`src/rtl/prl_tx_message_if.sv`:
```
// rtl/prl_tx_message_if.sv - PE-to-PRL transmit request holder with watchdog-guaranteed completion
module prl_tx_message_if #(
    parameter int TIMEOUT_CYCLES = 1000,
    parameter int CNT_W          = 10
) (
    input  logic        clk,
    input  logic        rst_n,
    input  logic        pe2pl_tx_en,
    input  logic [6:0]  pe2pl_tx_type,
    input  logic [2:0]  pe2pl_tx_sop_type,
    input  logic [22:0] pe2pl_tx_info,
    output logic        pl2pe_tx_busy,
    output logic        pl2pe_tx_ack,
    output logic [1:0]  pl2pe_tx_result,
    output logic        pl2pe_tx_overrun,
    output logic        prl_tx_if_req,
    output logic [1:0]  prl_tx_if_message_type,
    output logic [4:0]  prl_tx_if_header_type,
    output logic [2:0]  prl_tx_if_sop_type,
    output logic [22:0] prl_tx_if_info,
    input  logic        prl_tx_st_msg_taken,
    input  logic        prl_tx_st_msg_success,
    input  logic        prl_tx_st_msg_discard,
    input  logic        prl_tx_st_msg_failed
);

    typedef enum logic [1:0] {
        S_IDLE = 2'd0,
        S_REQ  = 2'd1,
        S_WAIT = 2'd2,
        S_DONE = 2'd3
    } state_t;

    localparam logic [1:0]       RES_SUCCESS = 2'b00;
    localparam logic [1:0]       RES_DISCARD = 2'b01;
    localparam logic [1:0]       RES_FAILED  = 2'b10;
    localparam logic [CNT_W-1:0] CNT_LAST    = CNT_W'(TIMEOUT_CYCLES - 1);

    state_t           state_q;
    logic [CNT_W-1:0] cnt_q;
    logic             busy_q;
    logic             ack_q;
    logic [1:0]       result_q;
    logic             overrun_q;
    logic             req_q;
    logic [1:0]       msg_type_q;
    logic [4:0]       hdr_type_q;
    logic [2:0]       sop_q;
    logic [22:0]      info_q;

    logic             any_result;
    logic [1:0]       result_code;

    // Outcome pulses resolved by priority failed > discard > success
    always_comb begin
        any_result  = prl_tx_st_msg_failed | prl_tx_st_msg_discard | prl_tx_st_msg_success;
        result_code = RES_SUCCESS;
        if (prl_tx_st_msg_failed) begin
            result_code = RES_FAILED;
        end else if (prl_tx_st_msg_discard) begin
            result_code = RES_DISCARD;
        end
    end

    // Request/completion FSM with registered outputs and watchdog counter
    always_ff @(posedge clk or negedge rst_n) begin
        if (!rst_n) begin
            state_q    <= S_IDLE;
            cnt_q      <= '0;
            busy_q     <= 1'b0;
            ack_q      <= 1'b0;
            result_q   <= 2'b00;
            overrun_q  <= 1'b0;
            req_q      <= 1'b0;
            msg_type_q <= 2'b00;
            hdr_type_q <= 5'd0;
            sop_q      <= 3'd0;
            info_q     <= 23'd0;
        end else begin
            ack_q <= 1'b0;
            case (state_q)
                S_IDLE: begin
                    if (pe2pl_tx_en) begin
                        msg_type_q <= pe2pl_tx_type[6:5];
                        hdr_type_q <= pe2pl_tx_type[4:0];
                        sop_q      <= pe2pl_tx_sop_type;
                        info_q     <= pe2pl_tx_info;
                        overrun_q  <= 1'b0;
                        busy_q     <= 1'b1;
                        req_q      <= 1'b1;
                        cnt_q      <= '0;
                        state_q    <= S_REQ;
                    end
                end
                S_REQ: begin
                    if (any_result) begin
                        result_q <= result_code;
                        ack_q    <= 1'b1;
                        req_q    <= 1'b0;
                        cnt_q    <= '0;
                        state_q  <= S_DONE;
                    end else if (prl_tx_st_msg_taken) begin
                        req_q   <= 1'b0;
                        cnt_q   <= '0;
                        state_q <= S_WAIT;
                    end else if (cnt_q == CNT_LAST) begin
                        result_q <= RES_FAILED;
                        ack_q    <= 1'b1;
                        req_q    <= 1'b0;
                        cnt_q    <= '0;
                        state_q  <= S_DONE;
                    end else begin
                        cnt_q <= cnt_q + 1'b1;
                    end
                end
                S_WAIT: begin
                    if (any_result) begin
                        result_q <= result_code;
                        ack_q    <= 1'b1;
                        cnt_q    <= '0;
                        state_q  <= S_DONE;
                    end else if (cnt_q == CNT_LAST) begin
                        result_q <= RES_FAILED;
                        ack_q    <= 1'b1;
                        cnt_q    <= '0;
                        state_q  <= S_DONE;
                    end else begin
                        cnt_q <= cnt_q + 1'b1;
                    end
                end
                default: begin
                    busy_q  <= 1'b0;
                    cnt_q   <= '0;
                    state_q <= S_IDLE;
                end
            endcase
            // A request while busy is dropped but remembered until the next acceptance
            if (state_q != S_IDLE && pe2pl_tx_en) begin
                overrun_q <= 1'b1;
            end
        end
    end

    assign pl2pe_tx_busy          = busy_q;
    assign pl2pe_tx_ack           = ack_q;
    assign pl2pe_tx_result        = result_q;
    assign pl2pe_tx_overrun       = overrun_q;
    assign prl_tx_if_req          = req_q;
    assign prl_tx_if_message_type = msg_type_q;
    assign prl_tx_if_header_type  = hdr_type_q;
    assign prl_tx_if_sop_type     = sop_q;
    assign prl_tx_if_info         = info_q;

endmodule

```
`config.mk`:
```
export PLATFORM = sky130hd
export DESIGN_NAME = prl_tx_message_if
export DESIGN_NICKNAME = d
export VERILOG_FILES = /design/src/rtl/prl_tx_message_if.sv
export SDC_FILE = /design/constraint.sdc
export NUM_CORES = 1
export LEC_CHECK = 0
export ABC_AREA = 1
export ABC_CLOCK_PERIOD_IN_PS = 1930
export CORE_MARGIN = 4
export CORE_UTILIZATION = 47
export CTS_BUF_LIST = sky130_fd_sc_hd__clkbuf_2 sky130_fd_sc_hd__clkbuf_4 sky130_fd_sc_hd__clkbuf_8
export CTS_CLUSTER_SIZE = 30
export DETAILED_ROUTE_END_ITERATION = 10
export PLACE_DENSITY = 0.81
export SLEW_MARGIN = 20
export SYNTH_ARGS = -nofsm -noshare
export SYNTH_HDL_FRONTEND = slang
export SYNTH_SLANG_ARGS = --single-unit
export TNS_END_PERCENT = 20
```
`constraint.sdc`:
```
create_clock -name clk -period 1.93 [get_ports clk]
set_input_delay 0.579 -clock clk [delete_from_list [all_inputs] [get_ports clk]]
set_output_delay 0.579 -clock clk [all_outputs]
set_load 0.02 [all_outputs]
```
==> summary.md, run 1 <==
| Metric | Value |
|---|---|
| Status | finished clean |
| Routed wire length | 5230 µm |
| Total grt overflow | 0 |
| Fin crit period | 1.88 ns |
| H-Tree Level Count | 2 |
| Die area | 0.00608 mm² |
| Ports | 79 |
| Antenna cell count | 0 |
| Syn-to-layout area delta | 43.1% |
| Final Hold Viols | 0 |
| Distinct cell type count of the synthesized netlist | 25 |
| Worst ir drop on vdd | 0.869 mV |
| Post-route setup slack | 0.0479 ns |
| Seq/Total Area, Yosys | 0.554 |
| CORE AREA | 0.00472 mm² |
| Max incr delay on CP | 0.62 ns |
| Routed Antenna Nets | 0 |
| Worst hold-check path type | primary input to asynchronous set/reset pin |
| Startpoint Class | flip-flop |
| Setup TNS | 0 ns |
| Resize count post-CTS | 0 |
| Crit-path max FO | 2 |
| Layout cells sized above 1 | 0.0720 |
| Final HPWL DP | 3850 µm |
| Maximum Capacitance Violations | 0 |
| CTS tree | done |
| Initial Util | 0.487 |
| Port Buf Inserts | 78 |
| Worst slack at placement | 0.0133 ns |
| Die width | 78.0 µm |
| Worst Skew | 0.00707 ns |
| Routability cong. | 0.778 |
| Crit end category | output port |
| CTS root buffer | clkbuf_8 |
| Worst path arrival time | 1.30 ns |
| Die span in y | 78.0 µm |
| CTS Hold Bufs | 0 |
| Measured slew at the worst slew-check pin | 0.312 ns |
| Sink Count | 51 |
| Largest net degree at the start of global routing | 52 |
| Nets | 407 |
| Post-CTS setup buffer count | 0 |
| Pre-Repair DR Iteration Count | 4 |
| Skew-Pair Late Insertion Delay | 0.30 ns |
| Cell Area, Synth | 0.00230 mm² |
| Fin. max-slew vios | 0 |
| Finish-stage setup viols | 0 |
| Syn avg cell area | 8.28 µm² |
| Max transition margin | 0.792 |
| GRT Total Usage | 0.180 |
| First-pass GRT wire length | 8780 µm |
| Crit share post-route | 0.975 |
| Crit path cell chain | clkdlybuf4s50_1 |
| CP delay by family, top | buffers and inverters |
| Pwr dens | 1460 mW/mm² |
| Initial DRC Count | 106 |
| Pleak | 1.58 nW |
| Num CTS Buffers | 5 |
| CTS clock-pin slew for the worst setup and hold paths | 0.09 ns |
| FF+latch count, synth | 51 |
| RSZ-0062 raised after global routing | false |
| Vias per inst | 4.59 |
| Syn nets | 324 |
| Via count | 1965 |
| Per-cell routed wire length | 12.2 µm |
| Worst Path Required | 1.35 ns |
| CTS Buffer Depth | 2 |
| Slowest CP cell | clkdlybuf4s50_1 |
| Yosys warning count | 0 |
| Post-route DRC | 0 |
| Vias in the first global route | 1963 |
| Cells after synthesis | 278 |
| # rows | 25 |
| Buffers & Inverters on Critical Path | 1 |
| F_max | 531 MHz |
| Antenna violations before repair | 0 |
| WS Path Type | flip-flop to output port |
worst reg2reg max path, stage by stage (launching register included):
cell and delay, ns:
dfrtp_1 0.41, inv_1 0.11, ha_1 0.26, inv_2 0.10, nor2_4 0.05, inv_4 0.12
nand3_1 0.15, o21bai_2 0.14, nand2_1 0.07, nor2_1 0.11
metal layers:
| layer | wire (µm) | share of wire | vias up | track usage |
|---|---|---|---|---|
| met2 | 2550 | 0.49 | 56 | 0.297 |
| met5 | 0 | 0 | - | 0 |
| met4 | 22 | 0.0042 | 0 | 0.0524 |
| met3 | 288 | 0.055 | 2 | 0.0441 |
| li1 | - | - | 1010 | - |
| met1 | 2360 | 0.45 | 897 | 0.234 |
cell families (layout without fill, tap and decap cells):
| kind of cell | count (synthesis) | count (layout) | share of synthesized area |
|---|---|---|---|
| compound gates | 11 | 11 | 0.0277 |
| xor+xnor | 5 | 5 | 0.0190 |
| fa+ha+maj | 6 | 6 | 0.0326 |
| buf+inv | 23 | 106 | 0.0440 |
| flops | 51 | 51 | 0.554 |
| simple gates | 182 | 182 | 0.322 |
registers in the layout, indices dropped and copies added (netlist names), 2 cells and up:
register                flops
prl_tx_if_sop_type          3
state_q                     2
prl_tx_if_message_type      2
prl_tx_if_header_type       5
pl2pe_tx_result             2
prl_tx_if_info             23
cnt_q                      10
cell type report:
cell class,count,area (µm²)
inverter,16,62.6
tap,67,83.8
clock buffer,5,68.8
clock inverter,2,37.5
timing repair buffer,83,841
multi-input combinational,204,925
fill,362,1430
sequential,51,1280
final timing paths:
kind | start | end | slack (ns) | depth (start not counted)
worst max-delay path | prl_tx_if_info[1] | prl_tx_if_info[1] | 0.05 | 1
worst min-delay path | rst_n | pl2pe_tx_result[0] | 0.25 | 2
worst max register to register | state_q[0] | cnt_q[8] | 0.34 | 9
worst min register to register | prl_tx_if_info[8] | prl_tx_if_info[8] | 0.48 | 2
max in group asynchronous | rst_n | prl_tx_if_info[18] | 1.44 | 2
min in group clk | prl_tx_if_info[8] | prl_tx_if_info[8] | 0.48 | 2
layout by cell type, fill, tap and decap left out, types with 2 or more instances in the layout:
cell type / instances
nand2_2: 2
nand3_1: 10
clkdlybuf4s50_1: 76
inv_1: 12
o21ai_0: 3
clkbuf_8: 5
a21oi_1: 4
buf_4: 3
xor2_1: 5
nand2_1: 136
buf_12: 2
inv_2: 3
dfrtp_1: 51
ha_1: 6
nor2_1: 26
o21ai_1: 2
nand3_2: 2
synth_stat cells, drive strengths merged:
cell,count,share of area
xor2,5,0.019
nand4,1,0.0027
clkbuf,2,0.0033
nor2,28,0.050
dfrtp,51,0.55
nand2,138,0.23
nand3,12,0.030
o21ai,5,0.011
or2,1,0.0027
nor3,2,0.0092
ha,6,0.033
a21oi,4,0.0087
buf,5,0.014
inv,16,0.027
a22oi,1,0.0033
o21bai,1,0.0049
where the power goes:
group | internal, W | switching (W)
registers | 0.00148 | 0.000239
clock network | 0.000379 | 0.000343
logic | 0.00105 | 0.00131
metrics by stage:
step	util	cell area, µm²	instances	hold WS [ns]	total power (W)
2_1_floorplan	-	2300	278	0.283	0.00299
3_3_place_gp	0.674	3190	421	0.462	0.00406
3_5_place_dp	0.674	3190	421	0.467	0.00413
4_1_cts	0.697	3290	428	0.263	0.00486
5_1_grt	0.697	3290	428	0.268	0.00513
6_report	0.697	3290	428	0.248	0.00480
Note: power is estimated with default switching activity, not from simulation.
==> run 2, diff against run 1 <==
ABC_CLOCK_PERIOD_IN_PS = 1580   (was 1930)
CORE_UTILIZATION = 42   (was 47)
GPL_TIMING_DRIVEN = 0   (was unset)
PLACE_DENSITY = 0.77   (was 0.81)
clock period = 1.58 ns   (was 1.93 ns; I/O delays follow)
==> run 2 against run 1 <==
Core utilization is 4.3 points lower; hold slack worse by 0.070 ns; via count is 6.3% higher; sequential power is 22% higher; critical path depth is 8 higher; clock skew is 0.00094 ns higher; first-iteration DRC count is 3.8% higher; routed wire length is 8.2% higher; setup slack worse by 0.020 ns; total power is 23% higher; register-to-register slack worse by 0.31 ns; sequential cell count stayed put; critical path type is now flip-flop to flip-flop; critical endpoint is now cnt_q[4]; highest routed layer unchanged.
==> summary.md, run 2 (synthesis gave the netlist of run 1 again) <==
| Metric | Value |
|---|---|
| Register area | 0.00128 mm² |
| Nets | 423 |
| Worst r2r path cells | 9 |
| F_max | 644 MHz |
| Crit-path max FO | 8 |
| Max transition margin | 0.581 |
| Per-cell routed wire length | 12.6 µm |
| Total grt overflow | 0 |
| Fin. max-slew vios | 0 |
| Initial DRC Count | 110 |
| Die width | 82.0 µm |
| CTS Buffer Depth | 2 |
| Maximum Capacitance Violations | 0 |
| Worst ir drop on vdd | 0.905 mV |
| Routed Antenna Nets | 0 |
| Pre-Repair DR Iteration Count | 4 |
| RR Startpoint | state_q[0] |
| Final Hold Viols | 0 |
| Antenna cell count | 0 |
| Worst path arrival time | 1.78 ns |
| Layout cells sized above 1 | 0.140 |
| CORE AREA | 0.00520 mm² |
| Setup TNS | 0 ns |
| Critical R2R Capture | cnt_q[4] |
| Slack of the worst reg-to-reg path | 0.03 ns |
| H-Tree Level Count | 2 |
| Crit share post-route | 0.982 |
| WS Path Type | flip-flop to flip-flop |
| Die area | 0.00673 mm² |
| Sink Count | 51 |
| Largest net degree at the start of global routing | 52 |
| Most frequent cells in the layout | nand2_1 (135), dfrtp_1 (50), dlygate4sd2_1 (39), clkdlybuf4s50_1 (34), nor2_1 (24) |
| Ports | 79 |
| Num CTS Buffers | 5 |
| Crit path cell chain | inv_2 -> buf_4 -> ha_4 -> inv_1 -> o21ai_1 -> nand4_1 -> nand2_1 -> inv_4 -> nor2_1 |
| Worst Path Required | 1.81 ns |
| CTS root buffer | clkbuf_8 |
| Crit end category | flip-flop |
| Buffers & Inverters on Critical Path | 4 |
| Worst hold-check path type | primary input to asynchronous set/reset pin |
| Multi-input gate area | 972 µm² |
| Skew-Pair Late Insertion Delay | 0.30 ns |
| Max reg flops | 23 |
| Pwr dens | 1730 mW/mm² |
| Most common cell after layout, fill and taps aside | nand2_1 |
| Finish-stage setup viols | 0 |
| Slowest CP cell | dfrtp_1 |
| CTS tree | done |
| Measured slew at the worst slew-check pin | 0.629 ns |
| First-pass GRT wire length | 8970 µm |
| Post-route DRC | 0 |
| Crit. Startpoint | state_q[0] |
| Port Buf Inserts | 78 |
| Pleak | 1.79 nW |
| Antenna violations before repair | 0 |
| Die span in y | 82.0 µm |
| Vias per inst | 4.66 |
| GRT Total Usage | 0.172 |
| Max incr delay on CP | 0.44 ns |
| # rows | 26 |
| Startpoint Class | flip-flop |
| Final HPWL DP | 3900 µm |
| Initial Util | 0.442 |
| Fin crit period | 1.55 ns |
| Status | finished clean |
| Vias in the first global route | 2024 |
| CTS clock-pin slew for the worst setup and hold paths | 0.09 ns |
| Routability cong. | 0.806 |
| Filler Cell Count | 439 |
| Routed wire length | 5650 µm |
| CTS Hold Bufs | 0 |
| Worst Skew | 0.00800 ns |
| WHS | 0.178 ns |
| CP delay by family, top | simple AND/OR/NAND/NOR gates |
| Syn-to-layout area delta | 48.0% |
| Via count | 2088 |
[run 2: worst max path at each step]
stage | endpoint | slack [ns] | cells after the start
2_1_floorplan | cnt_q[2] | 0.12 | 9
3_3_place_gp | prl_tx_if_info[13] | -1.53 | 1
3_5_place_dp | cnt_q[4] | -0.32 | 6
4_1_cts | cnt_q[2] | -0.02 | 9
5_1_grt | cnt_q[2] | -0.06 | 8
6_report | cnt_q[4] | 0.03 | 9
[run 2: per-stage QoR]
step	instance area, µm²	utilization	power [W]	std cells	setup slack [ns]
finish	3410	0.655	0.00590	448	0.0283
global route	3410	0.655	0.00632	448	-0.0616
CTS	3240	0.623	0.00562	434	-0.0166
detailed placement	3170	0.609	0.00500	426	-0.316
global placement	3170	0.609	0.00495	426	-1.53
floorplan	2300	-	0.00365	278	0.116
[run 2: routing by layer]
layer	share of wire	GRT usage	vias to the layer above
met5	0	0	-
met3	0.094	0.0779	8
met1	0.42	0.206	961
li1	-	-	1045
met4	0.013	0.0465	0
met2	0.48	0.281	74
[run 2: worst register-to-register path, delay by kind of cell, from the launching register on]
family                     cells  cell delay [ns]
AOI/OAI and AO/OA              1             0.08
DFF                            1             0.44
adders and majority gates      1             0.13
and+or+nand+nor                3             0.46
buffers and inverters          4             0.39
[run 2: what timing repair did]
item	CTS	global route
pin swaps	1	5
setup buffers	0	14
resized for setup	44	19
setup endpoints to repair	47	21
[run 2: area by class of cell]
type	instances	area share
multi-input cells	204	0.285
clock inverters	2	0.0103
clock buffers	6	0.0242
well taps	70	0.0257
inverters	16	0.0191
repair buffers	92	0.248
flip-flops and latches	51	0.375
plain buffers	7	0.0128
[run 2: power by group]
part           internal, W  total [W]  switching [W]
clock             0.000513   0.000926       0.000413
combinational      0.00116    0.00289        0.00173
sequential         0.00180    0.00208       0.000273
total              0.00348    0.00590        0.00242
